`src/rtl/parity_pkg.sv`:
```
// Shared definitions for the parity frame checker.
//   state_t    : per-lane frame FSM state
//   PAR_EVEN / PAR_ODD : encodings of the mode_odd input
//   bit_cnt_w  : width of the per-lane data bit counter
package parity_pkg;

  typedef enum logic {
    DATA   = 1'b0,
    PARITY = 1'b1
  } state_t;

  localparam logic PAR_EVEN = 1'b0;
  localparam logic PAR_ODD  = 1'b1;

  // Counter only has to reach DATA_BITS-1; never narrower than one bit.
  function automatic int bit_cnt_w(input int data_bits);
    int w;
    w = $clog2(data_bits);
    return (w < 1) ? 1 : w;
  endfunction

endpackage

```
`src/rtl/parity_lane.sv`:
```
// One serial lane of the parity frame checker.
// A frame is DATA_BITS data bits followed by one parity bit.
// Ports:
//   clk, rst_n      clock, async active-low reset
//   mode_odd_i      0 = even, 1 = odd parity; latched on the first data bit
//   resync_i        abort current frame, realign to data bit 0 (no pulses)
//   clear_cnt_i     synchronous clear of the error counter
//   in_valid_i      bit strobe
//   in_bit_i        serial bit, qualified by in_valid_i
//   run_par_o       XOR of data bits accepted so far in this frame
//   frame_done_o    1-cycle pulse after the parity bit is accepted
//   frame_err_o     1-cycle pulse with frame_done_o on parity mismatch
//   err_count_o     saturating error counter
//
// state  | meaning
// DATA   | collecting data bits, bit_cnt = bits accepted so far
// PARITY | all data bits in, waiting for the parity bit
module parity_lane
  import parity_pkg::*;
#(
  parameter int DATA_BITS = 8,
  parameter int CNT_W     = 8
) (
  input  logic             clk,
  input  logic             rst_n,
  input  logic             mode_odd_i,
  input  logic             resync_i,
  input  logic             clear_cnt_i,
  input  logic             in_valid_i,
  input  logic             in_bit_i,
  output logic             run_par_o,
  output logic             frame_done_o,
  output logic             frame_err_o,
  output logic [CNT_W-1:0] err_count_o
);

  localparam int               BW       = bit_cnt_w(DATA_BITS);
  localparam logic [BW-1:0]    LAST_BIT = BW'(DATA_BITS - 1);
  localparam logic [CNT_W-1:0] CNT_MAX  = {CNT_W{1'b1}};

  state_t           state_q, state_d;
  logic [BW-1:0]    bit_cnt_q, bit_cnt_d;
  logic             mode_lat_q, mode_lat_d;
  logic             run_par_q, run_par_d;
  logic             done_q, done_d;
  logic             err_q, err_d;
  logic [CNT_W-1:0] cnt_q, cnt_d;

  always_comb begin
    state_d    = state_q;
    bit_cnt_d  = bit_cnt_q;
    mode_lat_d = mode_lat_q;
    run_par_d  = run_par_q;
    done_d     = 1'b0;
    err_d      = 1'b0;

    if (resync_i) begin
      state_d   = DATA;
      bit_cnt_d = '0;
      run_par_d = 1'b0;
    end else if (in_valid_i) begin
      unique case (state_q)
        DATA: begin
          if (bit_cnt_q == '0) mode_lat_d = mode_odd_i;
          run_par_d = run_par_q ^ in_bit_i;
          if (bit_cnt_q == LAST_BIT) begin
            state_d   = PARITY;
            bit_cnt_d = '0;
          end else begin
            bit_cnt_d = bit_cnt_q + 1'b1;
          end
        end
        PARITY: begin
          done_d    = 1'b1;
          err_d     = in_bit_i != (run_par_q ^ mode_lat_q);
          run_par_d = 1'b0;
          bit_cnt_d = '0;
          state_d   = DATA;
        end
        default: state_d = DATA;
      endcase
    end

    // Clear wins over a same-cycle increment; the error pulse is unaffected.
    cnt_d = cnt_q;
    if (clear_cnt_i)                 cnt_d = '0;
    else if (err_d && cnt_q != CNT_MAX) cnt_d = cnt_q + 1'b1;
  end

  always_ff @(posedge clk or negedge rst_n) begin
    if (!rst_n) begin
      state_q    <= DATA;
      bit_cnt_q  <= '0;
      mode_lat_q <= PAR_EVEN;
      run_par_q  <= 1'b0;
      done_q     <= 1'b0;
      err_q      <= 1'b0;
      cnt_q      <= '0;
    end else begin
      state_q    <= state_d;
      bit_cnt_q  <= bit_cnt_d;
      mode_lat_q <= mode_lat_d;
      run_par_q  <= run_par_d;
      done_q     <= done_d;
      err_q      <= err_d;
      cnt_q      <= cnt_d;
    end
  end

  assign run_par_o    = run_par_q;
  assign frame_done_o = done_q;
  assign frame_err_o  = err_q;
  assign err_count_o  = cnt_q;

endmodule

```
`config.mk`:
```
export PLATFORM = sky130hd
export DESIGN_NAME = parity_lane
export DESIGN_NICKNAME = d
export VERILOG_FILES = /design/src/rtl/parity_pkg.sv /design/src/rtl/parity_lane.sv
export SDC_FILE = /design/constraint.sdc
export NUM_CORES = 1
export LEC_CHECK = 0
export ABC_AREA = 1
export BUFFER_PORTS_ARGS = -buffer_cell sky130_fd_sc_hd__buf_2
export CAP_MARGIN = 25
export CORE_MARGIN = 4
export CORE_UTILIZATION = 57
export DETAILED_ROUTE_END_ITERATION = 12
export MAX_ROUTING_LAYER = met4
export PLACE_DENSITY = 0.82
export SKIP_LAST_GASP = 1
export SYNTH_ARGS = -nofsm -noshare
export SYNTH_HDL_FRONTEND = slang
export SYNTH_SLANG_ARGS = --single-unit
```
`constraint.sdc`:
```
create_clock -name clk -period 2.9 [get_ports clk]
set_input_delay 0.29 -clock clk [delete_from_list [all_inputs] [get_ports clk]]
set_output_delay 0.29 -clock clk [all_outputs]
set_load 0.01 [all_outputs]
```
Word-level counts from Yosys, hierarchy flattened
Cells that the tools add are included.
{"block": "totals", "inputBits": 7, "out_inout_bits": 11, "wordCells": 40, "reg_bits": 16}
{"block": "classes", "reduce_logical": 5, "n_mux": 19, "n_bitwise": 4, "addsub": 2, "n_eq_ne": 3}
{"cell": "8-bit two-way mux", "count": 2}
{"cell": "1-bit two-way mux", "count": 11}
{"cell": "3-bit two-way mux", "count": 3}
{"cell": "8-bit by 1-bit adder with 8-bit output (second input constant)", "count": 1}
{"cell": "8-bit != test (second input constant)", "count": 1}
{"cell": "3-bit case mux with 2 select lines", "count": 1}
{"cell": "1-bit case mux with 2 select lines", "count": 2}
{"cell": "4-bit AND reduction", "count": 1}
{"cell": "2-bit nonzero test", "count": 2}
{"cell": "3-bit by 1-bit adder with 3-bit output (second input constant)", "count": 1}
{"cell": "3-bit equality test (second input constant)", "count": 1}
{"cell": "3-bit zero test", "count": 1}
{"cell": "1-bit inverter", "count": 2}
{"cell": "1-bit XOR", "count": 2}
{"cell": "1-bit logical AND", "count": 1}
{"cell": "1-bit != test", "count": 1}

Depth between registers and ports, before layout
Gate-level depths: netlist of the first run.
{"block": "depth", "ltp_word": 8, "depth_mapped": 9, "mapped_depth_nobuf": 9}

Least setup slack after synthesis of the first run
Ideal clock, no wire load.
{"block": "synth_timing", "path_type": "register -> register", "startpoint": "register cnt_q[0] (netlist: err_count_o[0])", "endpoint": "register cnt_q[4] (netlist: err_count_o[4])", "stages_incl_launch_ff": 9, "t_required_ns": 2.782, "period_less_slack_ns": 1.286, "arrival_ns": 1.168, "setup_ns": 0.118, "setup_slack_ns": 1.614, "cell_sequence": "dfrtp_1 -> ha_1 -> nand2_1 -> nor2_1 -> nand2_1 -> nand3_4 -> nand2_4 -> nand2_1 -> nand2_1"}
{"block": "synth_between", "elab_chain_cells": 3, "elab_cells_between_ends": 6, "classes_between": "1 x add/sub; 1 x eq/ne; 2 x mux; 2 x reduce/logical"}
{"element": "from (decl)", "line_no": "parity_lane.sv:47", "text": "logic [CNT_W-1:0] cnt_q, cnt_d;"}
{"element": "from (signal assigned)", "line_no": "parity_lane.sv:106", "text": "cnt_q <= cnt_d;"}
{"element": "8-bit by 1-bit adder with 8-bit output or 8-bit != test (tied branches)", "line_no": "parity_lane.sv:87", "text": "else if (err_d && cnt_q != CNT_MAX) cnt_d = cnt_q + 1'b1;"}
{"element": "8-bit two-way mux or 1-bit logical AND (tied branches)", "line_no": "parity_lane.sv:87"}
{"element": "8-bit two-way mux or 2-bit nonzero test (tied branches)"}
Several ways; a longest one is shown, not always the timed one. The select of a mux whose other input is x is not followed.
A chain may end at the register's enable or synchronous reset.

Worst setup path after layout of the first run
{"block": "layout_timing", "startpoint": "register cnt_q[0] (netlist: err_count_o[0])", "endpoint": "register cnt_q[2] (netlist: err_count_o[2])"}
The elaborated chain is that of the path after synthesis.

==> out/results.ini, run 1 <==
[floorplanning]
chipHeight_um=48
placeableCoreArea_um2=1510
floorplan.initialDensity_pct=60.5
num_io_pins=18
std_cell_rows=14
fp.dieW_um=48
floorplan.die_area_um2=2300

[route]
final_antenna_net_count=0
route.detailed.wl_per_inst_um=11.4
totalWireLength_um=1790
dr_total_vias=842
detail_route.first_pass.iterations=4
drt-initial-drc-count=14
avgViaCountPerCell=5.36
drt_drc_violations_left=0

[sta]
report.final.setup_viol=0
final.min_clock_period_ps=1380
skew_ps=1.93
tns_ps=0
drv_slew=0
timing.final.hold_violations=0
post-route-period-util_pct=47.6
worst_pin_slew_ps=386
rsz0062_at_grt=false
max_freq_ghz=0.725
slew_headroom_pct=74.1

[final_layout]
layout.cell_area.non_filler_um2=1060
filler_cell_count=132
postLayoutCoreUtil_pct=70.3
flow.area_growth_from_synthesis_pct=16.0
antennaDiodeCount=0
num-nets-final=153
drive_gt1_share_pct=18.4
final_cells=157

[synth]
share_of_the_yosys_chip_area_belonging_to_registers_pct=43.9
number_of_enable_type_register_cells_in_the_synthesized_netlist=0
synth-seq-cells=16
ys_top_cells_by_count=sky130_fd_sc_hd__nand2_1 (39), sky130_fd_sc_hd__dfrtp_1 (16), sky130_fd_sc_hd__nand3_1 (15)
postSynthCellCount=120
synthesis.area_per_instance_um2=7.60
synth_top_cells_by_area=sky130_fd_sc_hd__dfrtp_1 (44%), sky130_fd_sc_hd__nand2_1 (16%), sky130_fd_sc_hd__nand3_1 (8.2%), sky130_fd_sc_hd__nor2_1 (5.8%), sky130_fd_sc_hd__ha_1 (5.5%)
syn_area_um2=912
post_synth_num_cell_types=20
synth_top_area_share_pct=43.9
yosys_warnings=0
async_reset_ff_share_pct=100
netlist.top_cell.by_area=sky130_fd_sc_hd__dfrtp_1
post-synth-top-count-cell=sky130_fd_sc_hd__nand2_1
synth_top_flop_cell=sky130_fd_sc_hd__dfrtp_1
synth_fp_nets=131

[critical_path]
slowest_cell_on_crit_path=sky130_fd_sc_hd__dfrtp_1
cell_type_group_with_the_largest_total_delay_on_the_critical_path=simple AND/OR/NAND/NOR gates
start_kind=flip-flop
cp_cell_sequence=ha_1 > nand2_1 > nor2_1 > nand2_1 > nand3_4 > nand2_4 > nand2_1 > nand2_1
largest_fanout_on_the_critical_path=9
buffer_and_inverter_count_on_the_worst_path=0
timing.critical_path.mode_cell=sky130_fd_sc_hd__nand2_1
critPathArrivalTime_ps=1610
timing.setup.critical_path_class=reg2reg
critPathRequiredTime_ps=3130
crit_path_max_incr_delay_ps=420
worst_setup_path_end_kind=flip-flop

[run_status]
status=complete, no violations

[global_route]
number_of_global_route_vias_before_repair=710
initial_antenna_violation_count=0
grt_use_total_pct=19.2
wire_length_of_the_first_global_routing_pass_um=2930
largest_net_degree_at_the_start_of_global_routing=17
globalRoute.totalOverflow=0

[power]
ir_drop_v=0.000261
total_leakage_power_nw=0.561
design_power_total_uw=456
power_per_cell_area_nw_per_um2=430

[clock_tree]
clock_tree.buffer_depth=2
postCtsSetupBuffers=0
cts.repair.resized=0
num_clock_sinks=16
cts_inserted_buffers=3
cts_hold_repair.buffers=1
clk_pin_slew_ps=90
tritoncts=built
htreeDepth=1
insertion_delay_ps=290
cts.root.buffer_cell=sky130_fd_sc_hd__clkbuf_4

[place]
routabilityCongestion=0.838
place_area_um2=1010
post-place-cells=152
numPortBuffers=17
place_hpwl_um=1400

[job]
cap_viol_max_count=0

[worst_hold_path]
holdCritPathClass=in2reg

[worst paths after layout]
check	start	to	slack [ps]	depth (start not counted)
max reg2reg	err_count_o[0]$_DFFE_PN0P_	err_count_o[2]$_DFFE_PN0P_	1520	8
min reg2reg	mode_lat_q$_DFFE_PN0P_	mode_lat_q$_DFFE_PN0P_	560	2
min	mode_odd_i	mode_lat_q$_DFFE_PN0P_	250	3
max	err_count_o[0]$_DFFE_PN0P_	err_count_o[2]$_DFFE_PN0P_	1520	8
max in group asynchronous	rst_n	err_count_o[7]$_DFFE_PN0P_	2210	2
min in group asynchronous	rst_n	run_par_o$_DFFE_PN0P_	430	2
[state kept, by name, summed over array words and instances (netlist names)]
register      cells
err_count_o       8
bit_cnt_q         3
frame_done_o      1
frame_err_o       1
mode_lat_q        1
run_par_o         1
state_q           1
[placed cells by master, fill, tap and decap left out]
cell type                       instances
sky130_fd_sc_hd__dlygate4sd3_1          1
sky130_fd_sc_hd__buf_2                 17
sky130_fd_sc_hd__xor2_1                 1
sky130_fd_sc_hd__nor2_4                 1
sky130_fd_sc_hd__nand2_4                1
sky130_fd_sc_hd__inv_2                  1
sky130_fd_sc_hd__inv_1                 12
sky130_fd_sc_hd__dfrtp_1               16
sky130_fd_sc_hd__nor2_1                14
sky130_fd_sc_hd__o21ai_0                5
sky130_fd_sc_hd__clkinv_1               1
sky130_fd_sc_hd__nor3b_1                2
sky130_fd_sc_hd__nand2_1               39
sky130_fd_sc_hd__nand3b_1               1
sky130_fd_sc_hd__clkbuf_4               3
sky130_fd_sc_hd__a21oi_1                1
sky130_fd_sc_hd__or2_2                  1
sky130_fd_sc_hd__nand3_1               15
sky130_fd_sc_hd__ha_1                   4
sky130_fd_sc_hd__clkbuf_8               1
sky130_fd_sc_hd__o21bai_1               2
sky130_fd_sc_hd__nand3_4                1
sky130_fd_sc_hd__a21boi_0               1
[cells by family (layout without fill, tap and decap cells)]
family / Yosys count / after routing / synth area share [%]
simple gates: 75 / 75 / 37.6
flops: 16 / 16 / 43.9
buf+inv: 15 / 36 / 6.31
compound gates: 9 / 9 / 5.76
fa+ha+maj: 4 / 4 / 5.49
xor+xnor: 1 / 1 / 0.960
[stage by stage]
step,setup slack (ps),hold slack [ps]
4_1_cts,1530,244
3_5_place_dp,1550,215
3_3_place_gp,1580,210
2_1_floorplan,1610,-5.59
5_1_grt,1390,229
6_report,1520,251
[worst reg2reg max path: cells and delay by family, from the launching register on]
| family | cells | cell delay [ps] |
|---|---|---|
| adders and majority gates | 1 | 230 |
| DFF | 1 | 420 |
| and+or+nand+nor | 7 | 670 |
[report_power, final]
group	leakage [nW]	switching, mW	internal, mW
combinational	0.323	0.0406	0.0239
clock	0.0210	0.0702	0.0765
sequential	0.216	0.00995	0.234
total	0.561	0.121	0.335
[layout make-up]
type / count / area [um2] / area share, %
multi-input combinational: 89 / 454 / 42.9
tap: 16 / 20.0 / 1.89
inverter: 14 / 52.6 / 4.96
clock buffer: 4 / 36.3 / 3.43
sequential: 16 / 400 / 37.8
timing repair buffer: 18 / 95.1 / 8.98
[per-layer routing]
layer,vias to the layer above,GRT usage (%),part of all wire (%)
li1,425,-,-
met1,386,25.4,47
met2,24,26.9,46
met3,7,3.76,4.4
met4,0,11.3,2.9
met5,-,-,0
Power figures use the tool's default switching activity.
==> run 2, diff against run 1 <==
--- a/config.mk
+++ b/config.mk
@@ -9,10 +9,10 @@
 export BUFFER_PORTS_ARGS = -buffer_cell sky130_fd_sc_hd__buf_2
 export CAP_MARGIN = 25
 export CORE_MARGIN = 4
-export CORE_UTILIZATION = 57
+export CORE_UTILIZATION = 52
 export DETAILED_ROUTE_END_ITERATION = 12
 export MAX_ROUTING_LAYER = met4
-export PLACE_DENSITY = 0.82
+export PLACE_DENSITY = 0.76
 export SKIP_LAST_GASP = 1
 export SYNTH_ARGS = -nofsm -noshare
 export SYNTH_HDL_FRONTEND = slang
==> constraint.sdc (replaced) <==
create_clock -name clk -period 1.32 [get_ports clk]
set_input_delay 0.132 -clock clk [delete_from_list [all_inputs] [get_ports clk]]
set_output_delay 0.132 -clock clk [all_outputs]
set_load 0.01 [all_outputs]
==> run 2 against run 1 <==
Net effect: final area is 8.5% higher; first-iteration DRC count up 93%; combinational power grew to 2.7 times the previous value; sequential share of layout area down 2.9 points; global-route usage down 0.75 points; via count grew 5.3%; count of clock-buffer cells in the layout stayed put; flip-flop and latch count is the same; clock skew grew 1.3 ps; critical path type unchanged; critical endpoint unchanged.
==> out/results.ini, run 2 (synthesis results as in run 1) <==
[critical_path]
setup.reg_to_reg.worst_slack_ps=40
worst_r2r_endpoint=err_count_o[2]$_DFFE_PN0P_
worst-r2r-cell-count=8
critPathRequiredTime_ps=1500
largest_fanout_on_the_critical_path=8
reg2reg_from=err_count_o[1]$_DFFE_PN0P_
timing.setup.critical_path_class=reg2reg
worst_setup_path_end_kind=flip-flop
critPathArrivalTime_ps=1470
start_kind=flip-flop

[run_status]
status=complete, no violations

[clock_tree]
insertion_delay_ps=290
tritoncts=built
num_clock_sinks=16
htreeDepth=1
clk_pin_slew_ps=100
clock_tree.buffer_depth=2
cts_inserted_buffers=3
cts.root.buffer_cell=sky130_fd_sc_hd__clkbuf_4

[route]
drt-initial-drc-count=27
totalWireLength_um=2040
route.detailed.wl_per_inst_um=12.6
drt_drc_violations_left=0
avgViaCountPerCell=5.48
dr_total_vias=887
detail_route.first_pass.iterations=4
final_antenna_net_count=0

[worst_hold_path]
hp-start=mode_odd_i
min_delay_worst_endpoint=mode_lat_q$_DFFE_PN0P_
holdCritPathClass=in2reg
hold-path-cell-count=3

[final_layout]
mostFrequentLayoutCell=sky130_fd_sc_hd__nand2_1
drive_gt1_share_pct=27.4
num-nets-final=158
antennaDiodeCount=0
flow.area_growth_from_synthesis_pct=25.9
final_cells=162
filler_cell_count=129
layout_common_cells=sky130_fd_sc_hd__nand2_1 (34), sky130_fd_sc_hd__buf_2 (17), sky130_fd_sc_hd__nand3_1 (15), sky130_fd_sc_hd__dfrtp_1 (15)
largest_register_ffs=8

[power]
power_per_cell_area_nw_per_um2=912
ir_drop_v=0.000678
total_leakage_power_nw=0.612

[sta]
report.final.setup_viol=0
rsz0062_at_grt=true
hold_slack_ps=76.9
drv_slew=0
slew_headroom_pct=76.6
skew_ps=3.23
post-route-period-util_pct=97.1
tns_ps=0
timing.final.hold_violations=0
final.min_clock_period_ps=1280
worst_pin_slew_ps=352
max_freq_ghz=0.780
final_worst_path_setup_slack_ps=37.7

[floorplanning]
chipHeight_um=49.9
placeableCoreArea_um2=1580
floorplan.initialDensity_pct=57.9
fp.dieW_um=49.9
floorplan.die_area_um2=2490
num_io_pins=18
std_cell_rows=14

[global_route]
globalRoute.totalOverflow=0
initial_antenna_violation_count=0
number_of_global_route_vias_before_repair=810
wire_length_of_the_first_global_routing_pass_um=3420
largest_net_degree_at_the_start_of_global_routing=17
grt_use_total_pct=18.5

[place]
numPortBuffers=17
place_hpwl_um=1400
routabilityCongestion=0.817
post-place-cells=156
dp_slack_ps=9.99

[job]
cap_viol_max_count=0

[run 2: cell types whose count changed in the layout (fill, tap and decap cells not counted)]
cell                      delta
sky130_fd_sc_hd__nand2_8     +1
sky130_fd_sc_hd__nand3_2     +1
sky130_fd_sc_hd__ha_1        -1
sky130_fd_sc_hd__nor2_4      +2
sky130_fd_sc_hd__dfrtp_2     +1
sky130_fd_sc_hd__dfrtp_1     -1
sky130_fd_sc_hd__nand2_4     +1
sky130_fd_sc_hd__nand2_1     -5
sky130_fd_sc_hd__buf_4       +4
sky130_fd_sc_hd__nand2_2     +3
sky130_fd_sc_hd__ha_2        +1
sky130_fd_sc_hd__nor2_1      -2
[run 2: routing by layer]
layer | share of wire, % | track usage (%)
met1 | 45 | 24.0
met2 | 46 | 26.7
met3 | 6.7 | 4.52
met4 | 2.3 | 9.22
met5 | 0 | -
[run 2: how the worst max path moves through the flow]
stage | slack, ps | cells after the start | from | end
6_report | 40 | 8 | err_count_o[1]$_DFFE_PN0P_ | err_count_o[2]$_DFFE_PN0P_
5_1_grt | -70 | 8 | err_count_o[1]$_DFFE_PN0P_ | err_count_o[2]$_DFFE_PN0P_
4_1_cts | 6 | 8 | err_count_o[0]$_DFFE_PN0P_ | err_count_o[2]$_DFFE_PN0P_
3_5_place_dp | 10 | 8 | err_count_o[0]$_DFFE_PN0P_ | err_count_o[2]$_DFFE_PN0P_
3_3_place_gp | 50 | 8 | err_count_o[0]$_DFFE_PN0P_ | err_count_o[2]$_DFFE_PN0P_
2_1_floorplan | 30 | 8 | err_count_o[0]$_DFFE_PN0P_ | err_count_o[4]$_DFFE_PN0P_
[run 2: power breakdown]
| group | internal, mW | switching [mW] | leakage [nW] |
|---|---|---|---|
| logic | 0.0681 | 0.109 | 0.377 |
| registers | 0.515 | 0.0180 | 0.214 |
| clock network | 0.168 | 0.169 | 0.0210 |
[run 2: critical path, cell delays in order (launching register included)]
cell and delay (ps):
sky130_fd_sc_hd__dfrtp_1 370, sky130_fd_sc_hd__ha_2 210, sky130_fd_sc_hd__nand2_4 80, sky130_fd_sc_hd__nor2_4 110, sky130_fd_sc_hd__nand2_4 70, sky130_fd_sc_hd__nand3_4 110
sky130_fd_sc_hd__nand2_8 80, sky130_fd_sc_hd__nand2_1 70, sky130_fd_sc_hd__nand2_1 70
[run 2: area by class of cell]
type                            count  area [um2]  area share [%]
Multi-Input combinational cell     90         513            44.7
Sequential cell                    16         402            35.0
Timing Repair Buffer               22         125            10.9
Inverter                           14        52.6            4.58
Clock buffer                        4        36.3            3.16
Tap cell                           16        20.0            1.74
[run 2: metrics by stage]
stage | util [%] | cell area (um2) | total power, mW
floorplan | - | 912 | 0.633
global placement | 66.1 | 1040 | 0.696
detailed placement | 66.1 | 1040 | 0.701
CTS | 69.8 | 1100 | 1.03
global route | 72.9 | 1150 | 1.10
finish | 72.9 | 1150 | 1.05
[run 2: timing repair]
action,in CTS,in global routing
gates resized for setup,1,13
endpoints found under the setup margin,4,8
buffers inserted,0,0
gates cloned,1,0
hold endpoints to repair,16,0
pin swaps,3,4
hold buffers,1,0
